File: config.mk
export PLATFORM = sky130hd
export DESIGN_NAME = load_store_unit
export DESIGN_NICKNAME = d
export VERILOG_FILES = /design/src/rtl/lsu_pkg.sv /design/src/rtl/lsu_lane_mux.sv /design/src/rtl/load_store_unit.sv
export SDC_FILE = /design/constraint.sdc
export NUM_CORES = 1
export LEC_CHECK = 0
export CAP_MARGIN = 10
export CORE_MARGIN = 2
export CORE_UTILIZATION = 33
export DETAILED_ROUTE_END_ITERATION = 8
export GPL_TIMING_DRIVEN = 0
export SYNTH_ARGS = -nofsm -noshare
export SYNTH_HDL_FRONTEND = slang
export SYNTH_SLANG_ARGS = --single-unit
File: constraint.sdc
create_clock -name clk -period 3.2 [get_ports clk]
set_clock_uncertainty 0.2 [all_clocks]
set_input_delay 0.32 -clock clk [delete_from_list [all_inputs] [get_ports clk]]
set_output_delay 0.32 -clock clk [all_outputs]
set_load 0.05 [all_outputs]
File: src/rtl/lsu_pkg.sv
// Shared encodings, widths and request record for the load/store unit.
// The optional MISALIGN_TRAP_EN build uses is_bad_req() to reject misaligned or illegal-size requests.
package lsu_pkg;
  localparam int BYTE_ADDR_W = 18;
  localparam int MEM_ADDR_W  = 16;
  localparam int DATA_W      = 32;
  localparam int NUM_LANES   = 4;
  localparam int LANE_W      = 8;

  localparam logic [1:0] SIZE_BYTE = 2'b00;
  localparam logic [1:0] SIZE_HALF = 2'b01;
  localparam logic [1:0] SIZE_WORD = 2'b10;
  localparam logic [1:0] SIZE_ILL  = 2'b11;

  typedef enum logic [1:0] {IDLE, ACCESS, WRITE, RESP} lsu_state_t;

  typedef struct packed {
    logic              write;
    logic [1:0]        size;
    logic              sign;
    logic [DATA_W-1:0] wdata;
  } lsu_req_t;

  function automatic logic is_bad_req(input logic [1:0] size, input logic [1:0] lo);
    case (size)
      SIZE_BYTE: is_bad_req = 1'b0;
      SIZE_HALF: is_bad_req = lo[0];
      SIZE_WORD: is_bad_req = (lo != 2'b00);
      default:   is_bad_req = 1'b1;
    endcase
  endfunction
endpackage

File: src/rtl/lsu_lane_mux.sv
// Combinational little-endian lane logic: load extract/extend and store merge.
// Any size other than byte/half behaves as a full word.
module lsu_lane_mux
  import lsu_pkg::*;
(
  input  logic [DATA_W-1:0] old_word,
  input  logic [DATA_W-1:0] wdata,
  input  logic [1:0]        addr_lo,
  input  logic [1:0]        size,
  input  logic              sign_ext,
  output logic [DATA_W-1:0] load_data,
  output logic [DATA_W-1:0] merged
);
  logic [DATA_W-1:0] byte_src, half_src;
  logic [NUM_LANES-1:0][LANE_W-1:0] old_l, new_l, mrg_l;
  logic [NUM_LANES-1:0] be;

  always_comb begin
    byte_src = old_word >> {addr_lo, 3'b000};
    half_src = old_word >> {addr_lo[1], 4'b0000};
    case (size)
      SIZE_BYTE: load_data = {{24{sign_ext & byte_src[7]}}, byte_src[7:0]};
      SIZE_HALF: load_data = {{16{sign_ext & half_src[15]}}, half_src[15:0]};
      default:   load_data = old_word;
    endcase
  end

  // Replicate the store data across the word so each lane just picks old or new.
  assign old_l = old_word;
  assign new_l = (size == SIZE_BYTE) ? {4{wdata[7:0]}} :
                 (size == SIZE_HALF) ? {2{wdata[15:0]}} : wdata;

  for (genvar i = 0; i < NUM_LANES; i++) begin : g_lane
    localparam logic [1:0] LANE = 2'(i);
    assign be[i]    = (size == SIZE_BYTE) ? (addr_lo == LANE) :
                      (size == SIZE_HALF) ? (addr_lo[1] == LANE[1]) : 1'b1;
    assign mrg_l[i] = be[i] ? new_l[i] : old_l[i];
  end

  assign merged = mrg_l;
endmodule

File: src/rtl/load_store_unit.sv
// Byte-addressed load/store front end for a word-addressed data memory; sub-word stores do read-modify-write.
// Define MISALIGN_TRAP_EN to return resp_error for misaligned / illegal-size requests without touching memory.
module load_store_unit
  import lsu_pkg::*;
#(
  parameter int BYTE_ADDR_W = 18,
  parameter int MEM_ADDR_W  = 16
)(
  input  logic                   clk,
  input  logic                   reset,
  input  logic                   req_valid,
  output logic                   req_ready,
  input  logic                   req_write,
  input  logic [1:0]             req_size,
  input  logic                   req_signed,
  input  logic [BYTE_ADDR_W-1:0] req_addr,
  input  logic [31:0]            req_wdata,
  output logic                   resp_valid,
  input  logic                   resp_ready,
  output logic [31:0]            resp_rdata,
  output logic                   resp_error,
  output logic [MEM_ADDR_W-1:0]  mem_address,
  input  logic [31:0]            mem_read_data,
  output logic [31:0]            mem_write_data,
  output logic                   mem_write_enable
);
  lsu_state_t state, state_nxt;
  lsu_req_t   req_q;
  logic [BYTE_ADDR_W-1:0] addr_q;
  logic [31:0] merged_q, load_data, merged;
  logic        req_is_word, req_err;

  assign req_is_word = (req_q.size != SIZE_BYTE) && (req_q.size != SIZE_HALF);

`ifdef MISALIGN_TRAP_EN
  assign req_err = is_bad_req(req_size, req_addr[1:0]);
`else
  assign req_err = 1'b0;
`endif

  lsu_lane_mux u_lane_mux (
    .old_word  (mem_read_data),
    .wdata     (req_q.wdata),
    .addr_lo   (addr_q[1:0]),
    .size      (req_q.size),
    .sign_ext  (req_q.sign),
    .load_data (load_data),
    .merged    (merged)
  );

  always_comb begin
    state_nxt = state;
    case (state)
      IDLE:    if (req_valid) state_nxt = req_err ? RESP : ACCESS;
      ACCESS:  state_nxt = (req_q.write && !req_is_word) ? WRITE : RESP;
      WRITE:   state_nxt = RESP;
      RESP:    if (resp_ready) state_nxt = IDLE;
      default: state_nxt = IDLE;
    endcase
  end

  // Write strobe comes only from registered state, and never fires while reset is held.
  always_comb begin
    req_ready        = (state == IDLE);
    resp_valid       = (state == RESP);
    mem_address      = addr_q[BYTE_ADDR_W-1:2];
    mem_write_enable = 1'b0;
    mem_write_data   = '0;
    if (!reset) begin
      case (state)
        ACCESS: if (req_q.write && req_is_word) begin
          mem_write_enable = 1'b1;
          mem_write_data   = req_q.wdata;
        end
        WRITE: begin
          mem_write_enable = 1'b1;
          mem_write_data   = merged_q;
        end
        default: ;
      endcase
    end
  end

  always_ff @(posedge clk) begin
    if (reset) begin
      state      <= IDLE;
      req_q      <= '0;
      addr_q     <= '0;
      merged_q   <= '0;
      resp_rdata <= '0;
      resp_error <= 1'b0;
    end else begin
      state <= state_nxt;
      case (state)
        IDLE: if (req_valid) begin
          req_q      <= '{write: req_write, size: req_size, sign: req_signed, wdata: req_wdata};
          addr_q     <= req_addr;
          resp_rdata <= '0;
          resp_error <= req_err;
        end
        ACCESS: begin
          if (!req_q.write) resp_rdata <= load_data;
          merged_q <= merged;
        end
        default: ;
      endcase
    end
  end
endmodule

==> summary.txt <==
Hold path
  – Hold Path Origin: req_addr[17]
  – Worst hold path type: input pin to flip-flop

STA
  – Final Max Tran Viols: 0
  – Slew HR: 0.5296
  – Hold Slack: 0.2394 ns
  – Final setup viols: 0
  – Slew @ Worst Pin: 0.7002 ns
  – RSZ-0062 raised after global routing: no
  – Max frequency: 317.8 MHz
  – Final worst setup slack: 0.05295 ns
  – Ratio of final minimum period to clock period: 0.9835
  – Setup_tns: 0 ns
  – Final Hold Fails: 0
  – Fin crit period: 3.147 ns

Place
  – Setup Slack @ Placement: -0.3520 ns
  – Port bufs: 172
  – Post-detail-place hpwl: 15.68 mm
  – GPL Wtd Cong: 0.9258

Critical path
  – CP startpoint kind: flip-flop
  – R2R Path Start: state[1]
  – Crit path kind: flip-flop to output port
  – Largest stage delay on the critical path: 0.42 ns
  – Crit-path max FO: 10
  – Worst-path cell chain: inv_1 > ha_1 > buf_4 > and3_1 > clkbuf_1 > clkbuf_4 > a22oi_1 > nor2_1 > clkdlybuf4s15_2
  – Crit path required time: 2.68 ns
  – R2R setup slack: 0.58 ns
  – Critical Path AT: 2.63 ns
  – Worst setup EP type: output port
  – Origin of the worst setup path: state[1]
  – Critical path's top delay family: buffers and inverters
  – Buffers & Inverters on Critical Path: 5
  – Worst path slowest cell: clkdlybuf4s15_2

Finish
  – Area growth syn-to-layout: 43.37%
  – Storage cell area: 2402 um2
  – Ant. Diodes: 0
  – Area of the multi-input gates: 3025 um2
  – # fillers: 1773
  – Share of layout cells above drive strength 1: 0.1524
  – Core Util, Final: 0.4850
  – Final nets: 967

CTS
  – Clock slew seen by the registers of the worst setup and hold paths: 0.06 ns
  – Clk root buf: clkbuf_16
  – H-Tree Depth: 4
  – Clock Sinks: 120
  – Max clock buf depth: 2
  – Clk Latency, worst-skew pair: 0.43 ns
  – Cts bufs inserted: 17
  – CTS tree: built
  – # hold bufs at CTS: 0

Logic synthesis
  – Cells after Synth: 682
  – Post-Syn Area: 5851 um2
  – Post-synth ARST share: 0
  – Sequential share of the synthesized area: 0.4106
  – Mean Syn Cell Area: 8.579 um2
  – Cell type with the largest total area after synthesis: dfxtp_1
  – Post-synthesis register bit count: 120
  – Synth unique cells: 46
  – Synth area leaders: dfxtp_1 41%, nand2_1 8.0%, mux2i_1 5.8%
  – Post-synth top flop: dfxtp_1
  – Synth top area share: 0.4106
  – EDFF count, synth: 0
  – Syn Nets: 776
  – Syn. warnings: 0

GRT
  – Overflow after GRT: 0
  – Tot GR Track Use: 0.2327
  – Global-route wire length before repair: 32.24 mm
  – Initial antenna violation count: 0
  – Vias in the first global route: 5680
  – Largest net degree at the start of global routing: 17

Flow run
  – MaxCap Viol Count: 0

Outcome
  – Status: finished, final reports clean

Drt
  – Iter 0 DRT Violations: 461
  – DRC Markers: 0
  – DRT Pass-1 Iters: 8
  – Final ANT Viol Nets: 0
  – DR vias/cell: 5.255
  – Drt wl/cell: 19.32 um
  – Final WL: 21.47 mm
  – Vias: 5838

Pwr
  – Pwr per Cell Area: 777.7 nW/um2
  – Max IR drop VDD: 0.0004284 V
  – Tot Pwr: 6.524 mW
  – LEAKAGE: 3.126 nW

Die
  – Core ar.: 17300 um2
  – Die Height: 137.2 um
  – Row count: 48
  – Starting density of the core: 0.3383
  – Ports: 174
  – Die Span X: 137.2 um
  – Die ar.: 18810 um2
## power by group
part / internal [mW] / switching (mW)
logic: 0.945 / 1.58
clock network: 1.24 / 0.722
registers: 1.80 / 0.239
total: 3.98 / 2.54
## registers in the layout, indices dropped and copies added, names as in the netlist
register,flops
req_q,36
merged_q,32
resp_rdata,32
addr_q,18
state,2
## stage by stage
| stage | instances | instance area (um2) |
|---|---|---|
| global route | 1111 | 8388 |
| detailed placement | 1079 | 7854 |
| floorplan | 682 | 5851 |
| CTS | 1111 | 8453 |
| global placement | 1079 | 7854 |
| finish | 1111 | 8388 |
## worst min-delay path: stages
cell and delay (ns):
clkdlybuf4s50_1 0.40, nand2_1 0.06, a21oi_1 0.05
## cell families (layout without fill, tap and decap cells)
family                   Yosys count  after routing  synth area share
adder cells (fa/ha/maj)            4              4          0.008555
AO/OA/AOI/OAI                    195            195            0.2423
other                              1              1         0.0006410
multiplexers                      60             60            0.1101
AND/OR/NAND/NOR                  216            216            0.1555
buffers and inverters             86            290           0.07228
flip-flops                       120            120            0.4106
## cells in the final DEF (no fill, tap or decap), types with 2 or more instances in the layout
cell type        count
nand2_1            125
mux2_2              25
o21ai_1              2
a311oi_1             9
a222oi_1             8
o2bb2ai_1           14
dfxtp_1            120
clkinv_2             5
dlygate4sd2_1        3
ha_1                 4
buf_4               19
clkbuf_1            45
buf_6                3
clkdlybuf4s50_1    139
clkbuf_16           17
and3_1               2
nand3_1              2
a22oi_1             32
a21oi_1             57
clkdlybuf4s15_2     12
a221oi_1             7
a221o_1              6
and2_1               2
inv_1                6
mux2i_1             34
a211oi_1            10
bufinv_16            3
nand2b_1            17
a221o_2             10
nor2_1              59
clkbuf_2            23
nor2b_1              3
o211ai_1             8
o21a_1               2
buf_2                5
a22o_1               8
buf_1                2
clkinvlp_4           4
o22ai_1             16
## repair_timing
action / CTS / global route
buffers inserted: 0 / 0
setup endpoints to repair: 33 / 24
pin swaps: 0 / 0
resized for setup: 68 / 37
## Yosys cell counts (2+ instances only)
cell,instances
nand2_1,125
dfxtp_1,120
nor2_1,59
a21oi_1,57
clkbuf_1,51
mux2i_1,34
a22oi_1,32
mux2_2,25
buf_4,19
nand2b_1,17
o22ai_1,16
o2bb2ai_1,14
a211oi_1,10
a221o_2,10
a311oi_1,9
a222oi_1,8
a22o_1,8
o211ai_1,8
a221oi_1,7
a221o_1,6
inv_1,6
buf_2,4
ha_1,4
buf_6,3
nor2b_1,3
and2_1,2
and3_1,2
buf_1,2
nand3_1,2
o21a_1,2
o21ai_1,2
## cell type report
| type | instances | share of cell area |
|---|---|---|
| buffer | 80 | 0.04908 |
| clock buffer | 19 | 0.05280 |
| clock inverter | 13 | 0.01835 |
| inverter | 6 | 0.002685 |
| multi-input combinational | 476 | 0.3607 |
| sequential | 120 | 0.2864 |
| tap | 225 | 0.03356 |
| timing repair buffer | 172 | 0.1964 |
## worst paths after layout
check / to / cells past startpoint
setup reg to reg: resp_rdata[17] / 10
hold / removal: addr_q[17] / 3
setup / recovery: mem_write_data[8] / 9
hold reg to reg: addr_q[10] / 2
## metal layers
layer / routed length [um] / GRT usage / up-vias / part of all wire
li1: - / - / 2819 / -
met1: 9746 / 0.3162 / 2747 / 0.45
met2: 9828 / 0.3626 / 235 / 0.46
met3: 1390 / 0.04926 / 37 / 0.065
met4: 505 / 0.08534 / 0 / 0.024
met5: 0 / 0 / - / 0
Note: power is estimated with default switching activity, not from simulation.
